`src/rtl/risc_v_mike_muldiv_seq.sv`:
```
// Sequential unsigned MUL/MULHU/DIVU/REMU that borrows the execute-stage ALU.
// Define RISC_V_MIKE_MULDIV_DIV_EN to build the divide datapath.
module risc_v_mike_muldiv_seq #(
  parameter int XLEN = 32
) (
  input  logic            clk,
  input  logic            rst,
  input  logic            req_valid,
  output logic            req_ready,
  input  logic [1:0]      req_op,
  input  logic [XLEN-1:0] req_a,
  input  logic [XLEN-1:0] req_b,
  input  logic            kill,
  output logic            busy,
  output logic [XLEN-1:0] alu_src_a,
  output logic [XLEN-1:0] alu_src_b,
  output logic [2:0]      alu_ctrl,
  output logic            alu_signed,
  input  logic [XLEN-1:0] alu_result,
  input  logic            alu_slt,
  output logic            rsp_valid,
  input  logic            rsp_ready,
  output logic [XLEN-1:0] rsp_data,
  output logic            rsp_err
);

  localparam logic [1:0] OP_MUL   = 2'd0;
  localparam logic [1:0] OP_MULHU = 2'd1;
  localparam logic [1:0] OP_DIVU  = 2'd2;
  localparam logic [1:0] OP_REMU  = 2'd3;

  localparam logic [2:0] ALU_ADD = 3'd0;
  localparam logic [2:0] ALU_SUB = 3'd1;

  typedef enum logic [1:0] {
    IDLE,
    RUN,
    DONE
  } state_t;

  state_t state, state_nx;

  logic [4:0]      cnt;
  logic [1:0]      op;
  logic [XLEN-1:0] hi;
  logic [XLEN-1:0] lo;
  logic [XLEN-1:0] mcand;
  logic            accept;
  logic            carry;

  assign accept = req_valid && req_ready;
  assign carry  = alu_result < hi;

`ifdef RISC_V_MIKE_MULDIV_DIV_EN
  logic [XLEN-1:0] rem;
  logic [XLEN-1:0] quo;
  logic [XLEN-1:0] dvsr;
  logic [XLEN-1:0] r_sh;
  logic            ovf;
  logic            take;

  assign r_sh = {rem[XLEN-2:0], quo[XLEN-1]};
  assign ovf  = rem[XLEN-1];
  assign take = ovf || !alu_slt;
`else
  logic unused_slt;
  assign unused_slt = alu_slt;
`endif

  assign req_ready = state == IDLE;
  assign busy      = state == RUN;
  assign rsp_valid = state == DONE;

  always_ff @(posedge clk) begin
    if (rst) state <= IDLE;
    else     state <= state_nx;
  end

  always_comb begin
    state_nx = state;
    unique case (state)
      IDLE: begin
        if (accept) begin
`ifdef RISC_V_MIKE_MULDIV_DIV_EN
          state_nx = RUN;
`else
          state_nx = req_op[1] ? DONE : RUN;
`endif
        end
      end
      RUN:  if (cnt == 5'd31) state_nx = DONE;
      DONE: if (rsp_ready) state_nx = IDLE;
      default: state_nx = IDLE;
    endcase
    if (kill) state_nx = IDLE;
  end

  always_comb begin
    alu_src_a  = '0;
    alu_src_b  = '0;
    alu_ctrl   = ALU_ADD;
    alu_signed = 1'b0;
    if (state == RUN) begin
      if (!op[1]) begin
        alu_src_a = hi;
        alu_src_b = mcand;
        alu_ctrl  = ALU_ADD;
      end
`ifdef RISC_V_MIKE_MULDIV_DIV_EN
      else begin
        alu_src_a = r_sh;
        alu_src_b = dvsr;
        alu_ctrl  = ALU_SUB;
      end
`endif
    end
  end

  always_ff @(posedge clk) begin
    if (rst) begin
      cnt   <= '0;
      op    <= OP_MUL;
      hi    <= '0;
      lo    <= '0;
      mcand <= '0;
`ifdef RISC_V_MIKE_MULDIV_DIV_EN
      rem   <= '0;
      quo   <= '0;
      dvsr  <= '0;
`endif
    end else if (state == IDLE && accept && !kill) begin
      op  <= req_op;
      cnt <= '0;
      if (!req_op[1]) begin
        hi    <= '0;
        lo    <= req_b;
        mcand <= req_a;
      end
`ifdef RISC_V_MIKE_MULDIV_DIV_EN
      else begin
        rem  <= '0;
        quo  <= req_a;
        dvsr <= req_b;
      end
`endif
    end else if (state == RUN) begin
      cnt <= cnt + 5'd1;
      if (!op[1]) begin
        // shift-add: the 33-bit partial sum shifts right into lo
        if (lo[0]) begin
          hi <= {carry, alu_result[XLEN-1:1]};
          lo <= {alu_result[0], lo[XLEN-1:1]};
        end else begin
          hi <= {1'b0, hi[XLEN-1:1]};
          lo <= {hi[0], lo[XLEN-1:1]};
        end
      end
`ifdef RISC_V_MIKE_MULDIV_DIV_EN
      else begin
        // restoring step; ovf covers a shifted remainder wider than 32 bits
        rem <= take ? alu_result : r_sh;
        quo <= {quo[XLEN-2:0], take};
      end
`endif
    end
  end

  always_comb begin
    rsp_data = '0;
    rsp_err  = 1'b0;
    if (state == DONE) begin
      unique case (1'b1)
        op == OP_MUL:   rsp_data = lo;
        op == OP_MULHU: rsp_data = hi;
`ifdef RISC_V_MIKE_MULDIV_DIV_EN
        op == OP_DIVU:  rsp_data = quo;
        op == OP_REMU:  rsp_data = rem;
`else
        op[1]: begin
          rsp_data = 32'hDEADBEEF;
          rsp_err  = 1'b1;
        end
`endif
        default: rsp_data = '0;
      endcase
    end
  end

endmodule

```
`config.mk`:
```
export PLATFORM = sky130hd
export DESIGN_NAME = risc_v_mike_muldiv_seq
export DESIGN_NICKNAME = d
export VERILOG_FILES = /design/src/rtl/risc_v_mike_muldiv_seq.sv
export SDC_FILE = /design/constraint.sdc
export NUM_CORES = 1
export LEC_CHECK = 0
export ABC_CLOCK_PERIOD_IN_PS = 3600
export BUFFER_PORTS_ARGS = -buffer_cell sky130_fd_sc_hd__clkbuf_2
export CELL_PAD_IN_SITES_DETAIL_PLACEMENT = 1
export CELL_PAD_IN_SITES_GLOBAL_PLACEMENT = 1
export CORE_ASPECT_RATIO = 1.1
export CORE_MARGIN = 2
export CORE_UTILIZATION = 25
export CTS_BUF_LIST = sky130_fd_sc_hd__clkbuf_4 sky130_fd_sc_hd__clkbuf_8 sky130_fd_sc_hd__clkbuf_16
export CTS_CLUSTER_DIAMETER = 40
export DETAILED_ROUTE_END_ITERATION = 8
export PLACE_DENSITY = 0.58
export SLEW_MARGIN = 20
export SYNTH_ARGS = -nofsm -noshare
export SYNTH_HDL_FRONTEND = slang
export SYNTH_SLANG_ARGS = --single-unit
```
`constraint.sdc`:
```
create_clock -name clk -period 3.6 [get_ports clk]
set_input_delay 0.72 -clock clk [delete_from_list [all_inputs] [get_ports clk]]
set_output_delay 0.72 -clock clk [all_outputs]
set_load 0.02 [all_outputs]
```
## Yosys cells after proc, flatten, opt, wreduce, memory -nomap -nowiden

Cells that the tools add are included.

| storage, ports and cells | value |
|---|---|
| register bits after elaboration | 105 |
| bits of input ports | 104 |
| logic and storage cells | 53 |

| cells by class | value |
|---|---|
| add/subtract/negate cells | 1 |
| magnitude comparators | 1 |
| eq/ne operators | 9 |
| multiplexer cells | 23 |
| bitwise gates (word level) | 1 |
| reduce and logical (&&, ||, !) cells | 12 |

Operator list:

| operator | number |
|---|---|
| 2-to-1 mux 32 bit | 15 |
| case mux 32 bit (3 select lines) | 1 |
| less-than comparator 32 bit | 1 |
| 2-to-1 mux 2 bit | 4 |
| inequality test 2 x 1 -> 1 bit (second input constant) | 4 |
| case mux 2 bit (3 select lines) | 1 |
| AND reduction 3 bit | 2 |
| adder 5 x 1 -> 5 bit (second input constant) | 1 |
| equality test 5 bit (second input constant) | 1 |
| equality test 2 x 1 -> 1 bit (second input constant) | 2 |
| zero test 2 bit | 2 |
| OR reduction 2 bit | 2 |
| logical AND 1 bit | 3 |
| equality test 2 bit (second input constant) | 1 |
| 2-to-1 mux 1 bit | 2 |
| inequality test 2 bit (second input constant) | 1 |
| AND reduction 2 bit | 1 |
| nonzero test 2 bit | 1 |
| zero test 1 bit | 1 |
| NOT 1 bit | 1 |

## Depth between registers and ports, before layout

Gate-level depths: netlist (run 1).

| depth | value |
|---|---|
| depth after elaboration | 6 |
| gate-level depth with buffers | 7 |
| gate-level depth less buffers | 7 |

## Worst setup path after synthesis (run 1)

No wires, ideal clock.

| timing | value |
|---|---|
| path kind | register to output |
| from | reg op[0] |
| to | out rsp_data[15] |
| arrival | 1.517 ns |
| data required time | 2.880 ns |
| slack | 1.363 ns |
| cell stages (with the launch flop) | 5 |
| buffers on the path | 2 |
| path through | dfxtp_1 > clkbuf_1 > buf_1 > mux2i_1 > a21oi_1 |

| between the ends | value |
|---|---|
| word-level cells in the longest chain between the ends | 3 |
| elaborated cells on any way between the ends | 4 |
| classes of those cells | eq/ne (1); mux (2); reduce/logical (1) |

RTL lines:

| what | line | source |
|---|---|---|
| from (decl) | 44 | `logic [1:0] op;` |
| from (signal assigned) | 132 | `op <= req_op;` |
| equality test 2 x 1 -> 1 bit / zero test 2 bit (equally long branches) | 174, 173 |  |
| case mux 32 bit (3 select lines) (*) | 172 | `unique case (1'b1)` |
| 2-to-1 mux 32 bit (*) | 171 | `if (state == DONE) begin` |
| to (decl) | 23 | `output logic [XLEN-1:0] rsp_data,` |

Every way passes the cells marked *; elsewhere a longest branch is shown, timed or not.

## Worst setup path after layout (run 1)

| timing | value |
|---|---|
| from | reg state[1] |
| to | out rsp_data[14] |

| between the ends | value |
|---|---|
| word-level cells in the longest chain between the ends | 2 |

RTL lines:

| what | line | source |
|---|---|---|
| from (decl) | 41 | `state_t state, state_nx;` |
| from (signal assigned) | 76 | `else state <= state_nx;` |
| equality test 2 bit | 171 |  |
| 2-to-1 mux 32 bit | 171 |  |

Every way passes these cells.

==> results_dict.tcl, run 1 <==
set metrics [dict create \
    die_area_mm2 0.0260 \
    ir_drop_mv 0.200 \
    cts_buffers 9 \
    drive_gt1_share_pct 29.7 \
    synth-main-ff-cell "dfxtp_1" \
    yosysWarnings 0 \
    place.gp.congestion 0.754 \
    nets 1048 \
    grt_pass1_vias 5830 \
    crit_family "simple AND/OR/NAND/NOR gates" \
    slew_violations 0 \
    whs_ps 452 \
    clkTransAtPathRegs_ps 70 \
    min_path_type "reg -> reg" \
    busiest_layer "met2" \
    synthArstFlopShare_pct 0 \
    critPathKind "reg -> out" \
    worst-path-buf-inv 3 \
    relSlewSlack_pct 40.9 \
    cts_hold_buffers 0 \
    slowest_delay_ps 610 \
    cts_resized 0 \
    worst_setup_path_end_kind "primary output" \
    synth_edf_count 0 \
    finalHoldViolations 0 \
    cts-root-buf "clkbuf_16" \
    grtUsageMet2_pct 25.6 \
    fmax_ghz 0.345 \
    seqPwrFrac_pct 46.8 \
    setup_tns_ps 0 \
    status "complete, no violations" \
    clk_path_buf_depth 2 \
    cp.arrival_ps 2180 \
    grt_use_met3_pct 4.92 \
    post_synth_inst_count 740 \
    start_util_pct 25.3 \
    synth_area_mm2 0.00618 \
    postRouteAntennaNets 0 \
    drc 0 \
    via_count 5679 \
    yosysSeqAreaShare_pct 34.0 \
    grt_pass1_wl_mm 31.7 \
    clkPwrFrac_pct 37.7 \
    vias_per_cell 4.63 \
    yosys_register_bits 105 \
    multi_input_area_mm2 0.00369 \
    synthDistinctLibCells 42 \
    tightest_slew_ps 887 \
    port_buffers 202 \
    drt_iter0_drc 134 \
    htree_levels 3 \
    worstPathCellList "nand2b_1 -> buf_4 -> inv_1 -> nand2_1 -> nor2_1 -> clkbuf_2" \
    cap_violations 0 \
    dieHeight_um 169 \
    fin_crit_sh_pct 80.5 \
    final-seq-area_mm2 0.00210 \
    start_kind "register" \
    num_rows 60 \
    cell_internal_pwr_mw 1.89 \
    setup_viol 0 \
    dpl.hpwl_mm 15.1 \
    synth.avg_cell_area_um2 8.35 \
    netSwitchingPower_mw 0.767 \
    fin_util_pct 31.7 \
    grt.total_usage_pct 15.6 \
    rsz0062_at_grt "false" \
    swShare_pct 28.8 \
    overflow 0 \
    use_met1_pct 19.8 \
    num_io_pins 208 \
    leakage_nw 3.04 \
    grt_max_degree 43 \
    cts.sink_count 105 \
    cts_setup_buffers 0 \
    clk_latency_ps 360 \
    cp_max_fo 26 \
    wl_per_cell_um 16.4 \
    cts_tree "yes" \
    antenna_found_initial 2 \
    layout-area-overhead-vs-synth_pct 25.2 \
    min_period_ps 2900 \
    critPathRequiredTime_ps 2880 \
    skew_ps 11.0 \
    power_density_mw_per_mm2 344 \
    drt_pass1_iterations 4 \
    power_mw 2.66 \
    p_comb_share_pct 15.5 \
    nFillCells 2982 \
    die_w_um 154 \
    core_mm2 0.0244 \
    wirelength_mm 20.1 \
    crit_slowest_cell "dfxtp_1" \
]
cell usage after synthesis (2+ instances only):
cell,number,area [um2]
mux2i_1,98,981
buf_4,7,52.6
nor2_1,56,210
nor4_1,3,18.8
buf_1,4,15.0
and3_1,2,12.5
nand3_1,2,10.0
mux2_2,2,22.5
dfxtp_1,105,2100
a211oi_2,29,363
buf_6,5,56.3
nand4_1,4,25.0
a21oi_1,69,345
and4_1,2,17.5
ha_1,33,413
nor2b_1,3,18.8
inv_1,32,120
clkbuf_1,38,143
nand2b_1,7,43.8
a221oi_1,2,17.5
nand2_1,107,402
o21a_1,3,22.5
o21ai_0,35,175
xor2_1,2,17.5
a211oi_1,3,22.5
and2_1,64,400
buf_2,6,30.0
nor3_1,3,15.0
through the flow:
| stage | area (um2) | instances | setup WS, ps |
|---|---|---|---|
| finish | 7740 | 1227 | 701 |
| global route | 7740 | 1227 | 515 |
| CTS | 7740 | 1226 | 659 |
| detailed placement | 7450 | 1210 | 993 |
| global placement | 7450 | 1210 | 1020 |
| floorplan | 6190 | 743 | 1360 |
state kept, by name, indices dropped and copies added, names as in the netlist:
register	cells
hi	32
state	2
mcand	32
lo	32
op	2
cnt	5
final timing paths:
check / start / end / slack [ps] / depth (start not counted)
min: mcand[19]$_SDFFE_PP0P_ / mcand[19]$_SDFFE_PP0P_ / 450 / 2
max: state[1]$_SDFFE_PP0P_ / rsp_data[14] / 700 / 6
max reg2reg: state[0]$_SDFFE_PP0P_ / lo[12]$_SDFFE_PP0P_ / 1370 / 5
min reg2reg: mcand[19]$_SDFFE_PP0P_ / mcand[19]$_SDFFE_PP0P_ / 450 / 2
power by group through the flow:
stage | registers [mW] | clock network (mW) | logic [mW]
after floorplan | 1.25 | 0 | 0.297
after global placement | 1.27 | 0 | 0.414
after detailed placement | 1.27 | 0 | 0.419
after CTS | 1.25 | 1.06 | 0.421
after global routing | 1.25 | 1.10 | 0.463
final | 1.24 | 1.00 | 0.411
final cells by class:
class / count / share of cell area (%)
Clock inverter: 5 / 0.485
Antenna cell: 1 / 0.0323
Multi-Input combinational cell: 545 / 47.7
Timing Repair Buffer: 217 / 14.7
Sequential cell: 105 / 27.2
Tap cell: 310 / 5.01
Clock buffer: 11 / 3.26
Inverter: 33 / 1.60
tightest hold or removal path: stages (launching register included):
cell and delay [ps]:
dfxtp_1 310, nand2_1 50, a21oi_1 50
cells in the final DEF, fill, tap and decap left out, types with 3 or more instances in the layout:
cell type    n
a211oi_1     3
a211oi_2    29
a21oi_1     69
and2_1      64
buf_4       15
clkbuf_16    9
clkbuf_2   201
conb_1       4
dfxtp_1    103
ha_1        33
inv_1       32
mux2i_1     98
nand2_1    107
nand2b_1     7
nand4_1      4
nor2_1      55
nor4_1       3
o21a_1       3
o21ai_0     35
logic make-up after synthesis:
family	count (synthesis)	synth area share, %
compound gates	149	16.4
xor+xnor	3	0.425
fa+ha+maj	33	6.68
buf+inv	93	6.80
flops	105	34.0
mux	100	16.2
other cells	1	0.0607
simple gates	256	19.4
metal layers:
metal	routed length, um	share of wire [%]
met2	9330	46
met5	0	0
met3	1210	6.0
met1	9300	46
met4	312	1.5
Note: power is estimated with default switching activity, not from simulation.
==> inputs of run 2 (changes only) <==
--- a/config.mk
+++ b/config.mk
@@ -5,7 +5,8 @@
 export SDC_FILE = /design/constraint.sdc
 export NUM_CORES = 1
 export LEC_CHECK = 0
-export ABC_CLOCK_PERIOD_IN_PS = 3600
+export ABC_AREA = 1
+export ABC_CLOCK_PERIOD_IN_PS = 3000
 export BUFFER_PORTS_ARGS = -buffer_cell sky130_fd_sc_hd__clkbuf_2
 export CELL_PAD_IN_SITES_DETAIL_PLACEMENT = 1
 export CELL_PAD_IN_SITES_GLOBAL_PLACEMENT = 1
@@ -15,7 +16,7 @@
 export CTS_BUF_LIST = sky130_fd_sc_hd__clkbuf_4 sky130_fd_sc_hd__clkbuf_8 sky130_fd_sc_hd__clkbuf_16
 export CTS_CLUSTER_DIAMETER = 40
 export DETAILED_ROUTE_END_ITERATION = 8
-export PLACE_DENSITY = 0.58
+export PLACE_DENSITY = 0.61
 export SLEW_MARGIN = 20
 export SYNTH_ARGS = -nofsm -noshare
 export SYNTH_HDL_FRONTEND = slang
==> constraint.sdc (replaced) <==
create_clock -name clk -period 3 [get_ports clk]
set_input_delay 0.6 -clock clk [delete_from_list [all_inputs] [get_ports clk]]
set_output_delay 0.6 -clock clk [all_outputs]
set_load 0.02 [all_outputs]
==> results_dict.tcl, run 2 <==
set metrics [dict create \
    fin_util_pct 31.7 \
    min_period_ps 2670 \
    layout-area-overhead-vs-synth_pct 25.7 \
    critPathKind "reg -> out" \
    worstPathCellList "inv_1 -> nor2_1 -> buf_4 -> inv_1 -> a221oi_1 -> clkbuf_2" \
    final-seq-area_mm2 0.00210 \
    synth.avg_cell_area_um2 6.96 \
    leakage_nw 3.26 \
    fmax_ghz 0.375 \
    slew_violations 0 \
    grt.total_usage_pct 16.4 \
    grt_pass1_vias 6141 \
    min_path_type "in -> reg" \
    die_w_um 151 \
    wirelength_mm 20.5 \
    placed_cell_area_mm2 0.00715 \
    crit_path_frequent_cell "inv_1" \
    synth_edf_count 0 \
    worst_setup_path_end_kind "primary output" \
    ys_top_cells_by_area "dfxtp_1 36%, nand2_1 11%, o21ai_0 9.0%" \
    yosys_register_bits 105 \
    cts-root-buf "clkbuf_16" \
    r2r_end "hi[14]$_SDFFE_PP0P_" \
    clkTransAtPathRegs_ps 80 \
    dieHeight_um 165 \
    yosysWarnings 0 \
    place.gp.congestion 0.737 \
    wl_per_cell_um 15.4 \
    drive_gt1_share_pct 27.3 \
    yosys.area.top_type "dfxtp_1" \
    grt_max_degree 65 \
    power_density_mw_per_mm2 432 \
    multi_input_area_mm2 0.00330 \
    final_cell_mix "202 x clkbuf_2, 179 x nand2_1, 139 x nor2_1, 106 x o21ai_0, 105 x dfxtp_1" \
    finalHoldViolations 0 \
    dpl.hpwl_mm 15.0 \
    fin_crit_sh_pct 88.9 \
    num_rows 59 \
    start_kind "register" \
    cts_setup_buffers 0 \
    cts_hold_buffers 0 \
    nets 1158 \
    skew_ps 9.19 \
    synth_area_mm2 0.00591 \
    rr_worst_depth 10 \
    die_area_mm2 0.0249 \
    nFillCells 3068 \
    power_mw 3.21 \
    drt_iter0_drc 207 \
    grt_pass1_wl_mm 31.9 \
    layout_commonest_cell "clkbuf_2" \
    via_count 6183 \
    tightest_slew_ps 788 \
    clk_path_buf_depth 2 \
    synth.most_common_cell "nand2_1" \
    start_util_pct 25.2 \
    htree_levels 3 \
    largestRegisters "hi x32, lo x32, mcand x32" \
    overflow 0 \
    ir_drop_mv 0.238 \
    r2r_slack_ps 950 \
    rsz0062_at_grt "false" \
    cp.arrival_ps 2070 \
    cts_resized 0 \
    synth_top_cell_area_share_pct 35.5 \
    num_io_pins 208 \
    cp_max_fo 25 \
    synth-main-ff-cell "dfxtp_1" \
    ys_top_cells_by_count "179 x nand2_1, 140 x nor2_1, 106 x o21ai_0" \
    r2r-start "state[0]$_SDFFE_PP0P_" \
    synthArstFlopShare_pct 0 \
    cap_violations 0 \
    cts_buffers 9 \
    finalInstanceArea_mm2 0.00743 \
    status "complete, no violations" \
    vias_per_cell 4.64 \
    postRouteAntennaNets 0 \
    cts_tree "yes" \
    clk_latency_ps 350 \
    drc 0 \
    hold_start "kill" \
    whs_ps 434 \
    cts.sink_count 105 \
    crit_slowest_cell "dfxtp_1" \
    setup_tns_ps 0 \
    synthDistinctLibCells 30 \
    drt_pass1_iterations 6 \
    critPathRequiredTime_ps 2400 \
    core_mm2 0.0235 \
    holdPathEnd "state[1]$_SDFFE_PP0P_" \
    setup_viol 0 \
    port_buffers 202 \
    relSlewSlack_pct 47.4 \
    yosysSeqAreaShare_pct 35.5 \
    post_synth_inst_count 849 \
    slowest_delay_ps 460 \
    antenna_found_initial 4 \
    holdPathStages 2 \
]
==> run 2: changes by cell type after synthesis, moves of 20 or more <==
| cell | previous run | this run |
|---|---|---|
| a211oi_2 | 29 | 0 |
| a31oi_1 | 0 | 34 |
| and2_1 | 64 | 0 |
| inv_1 | 32 | 56 |
| mux2i_1 | 98 | 0 |
| nand2_1 | 107 | 179 |
| nor2_1 | 56 | 140 |
| o21ai_0 | 35 | 106 |
| o21ai_1 | 0 | 20 |
| o22ai_2 | 0 | 30 |
==> run 2: worst max-delay path, delay by kind of cell, from the launching register on <==
family                 cells  cell delay, ps
AOI/OAI and AO/OA          1             290
buffers and inverters      4             850
DFF                        1             460
and+or+nand+nor            1             110
==> run 2: how the worst max path moves through the flow <==
stage | from | end | slack (ps) | cells past startpoint
after floorplan | state[1]$_SDFFE_PP0P_ | rsp_data[18] | 810 | 5
after global routing | state[1]$_SDFFE_PP0P_ | rsp_data[0] | 180 | 6
after detailed placement | state[1]$_SDFFE_PP0P_ | rsp_data[0] | 710 | 6
final | state[1]$_SDFFE_PP0P_ | rsp_data[0] | 330 | 6
after global placement | state[1]$_SDFFE_PP0P_ | rsp_data[0] | 670 | 6
after CTS | state[1]$_SDFFE_PP0P_ | rsp_data[0] | 310 | 6
==> run 2: through the flow <==
| step | instances | setup WS (ps) |
|---|---|---|
| 2_1_floorplan | 852 | 808 |
| 3_3_place_gp | 1315 | 667 |
| 3_5_place_dp | 1315 | 705 |
| 4_1_cts | 1331 | 305 |
| 5_1_grt | 1331 | 175 |
| 6_report | 1333 | 333 |
==> run 2: layer usage <==
| metal | up-vias | part of all wire, % | global-route usage, % |
|---|---|---|---|
| met5 | - | 0.10 | 0 |
| met4 | 4 | 0.52 | 3.06 |
| met3 | 8 | 7.0 | 5.14 |
| met2 | 140 | 46 | 27.5 |
| met1 | 2874 | 46 | 20.7 |
| li1 | 3157 | - | - |
==> run 2: cells by family (layout without fill, tap and decap cells) <==
kind of cell / count (synthesis) / after routing / synth area share, %
DFF: 105 / 105 / 35.5
adders and majority gates: 33 / 33 / 6.98
AOI/OAI and AO/OA: 248 / 248 / 25.8
other: 1 / 6 / 0.0634
buffers and inverters: 122 / 296 / 8.91
and+or+nand+nor: 340 / 340 / 22.7
==> run 2: area by class of cell <==
type / count / share of cell area, %
diodes: 2 / 0.0673
repair buffers: 218 / 15.2
inverters: 62 / 3.13
multi-input cells: 625 / 44.4
clock inverters: 6 / 0.690
flip-flops and latches: 105 / 28.3
well taps: 305 / 5.13
clock buffers: 10 / 3.13
==> run 2: report_power, final <==
group,internal (mW),total (mW),switching [mW]
logic,0.184,0.523,0.339
clock network,0.585,1.19,0.607
registers,1.46,1.50,0.0430
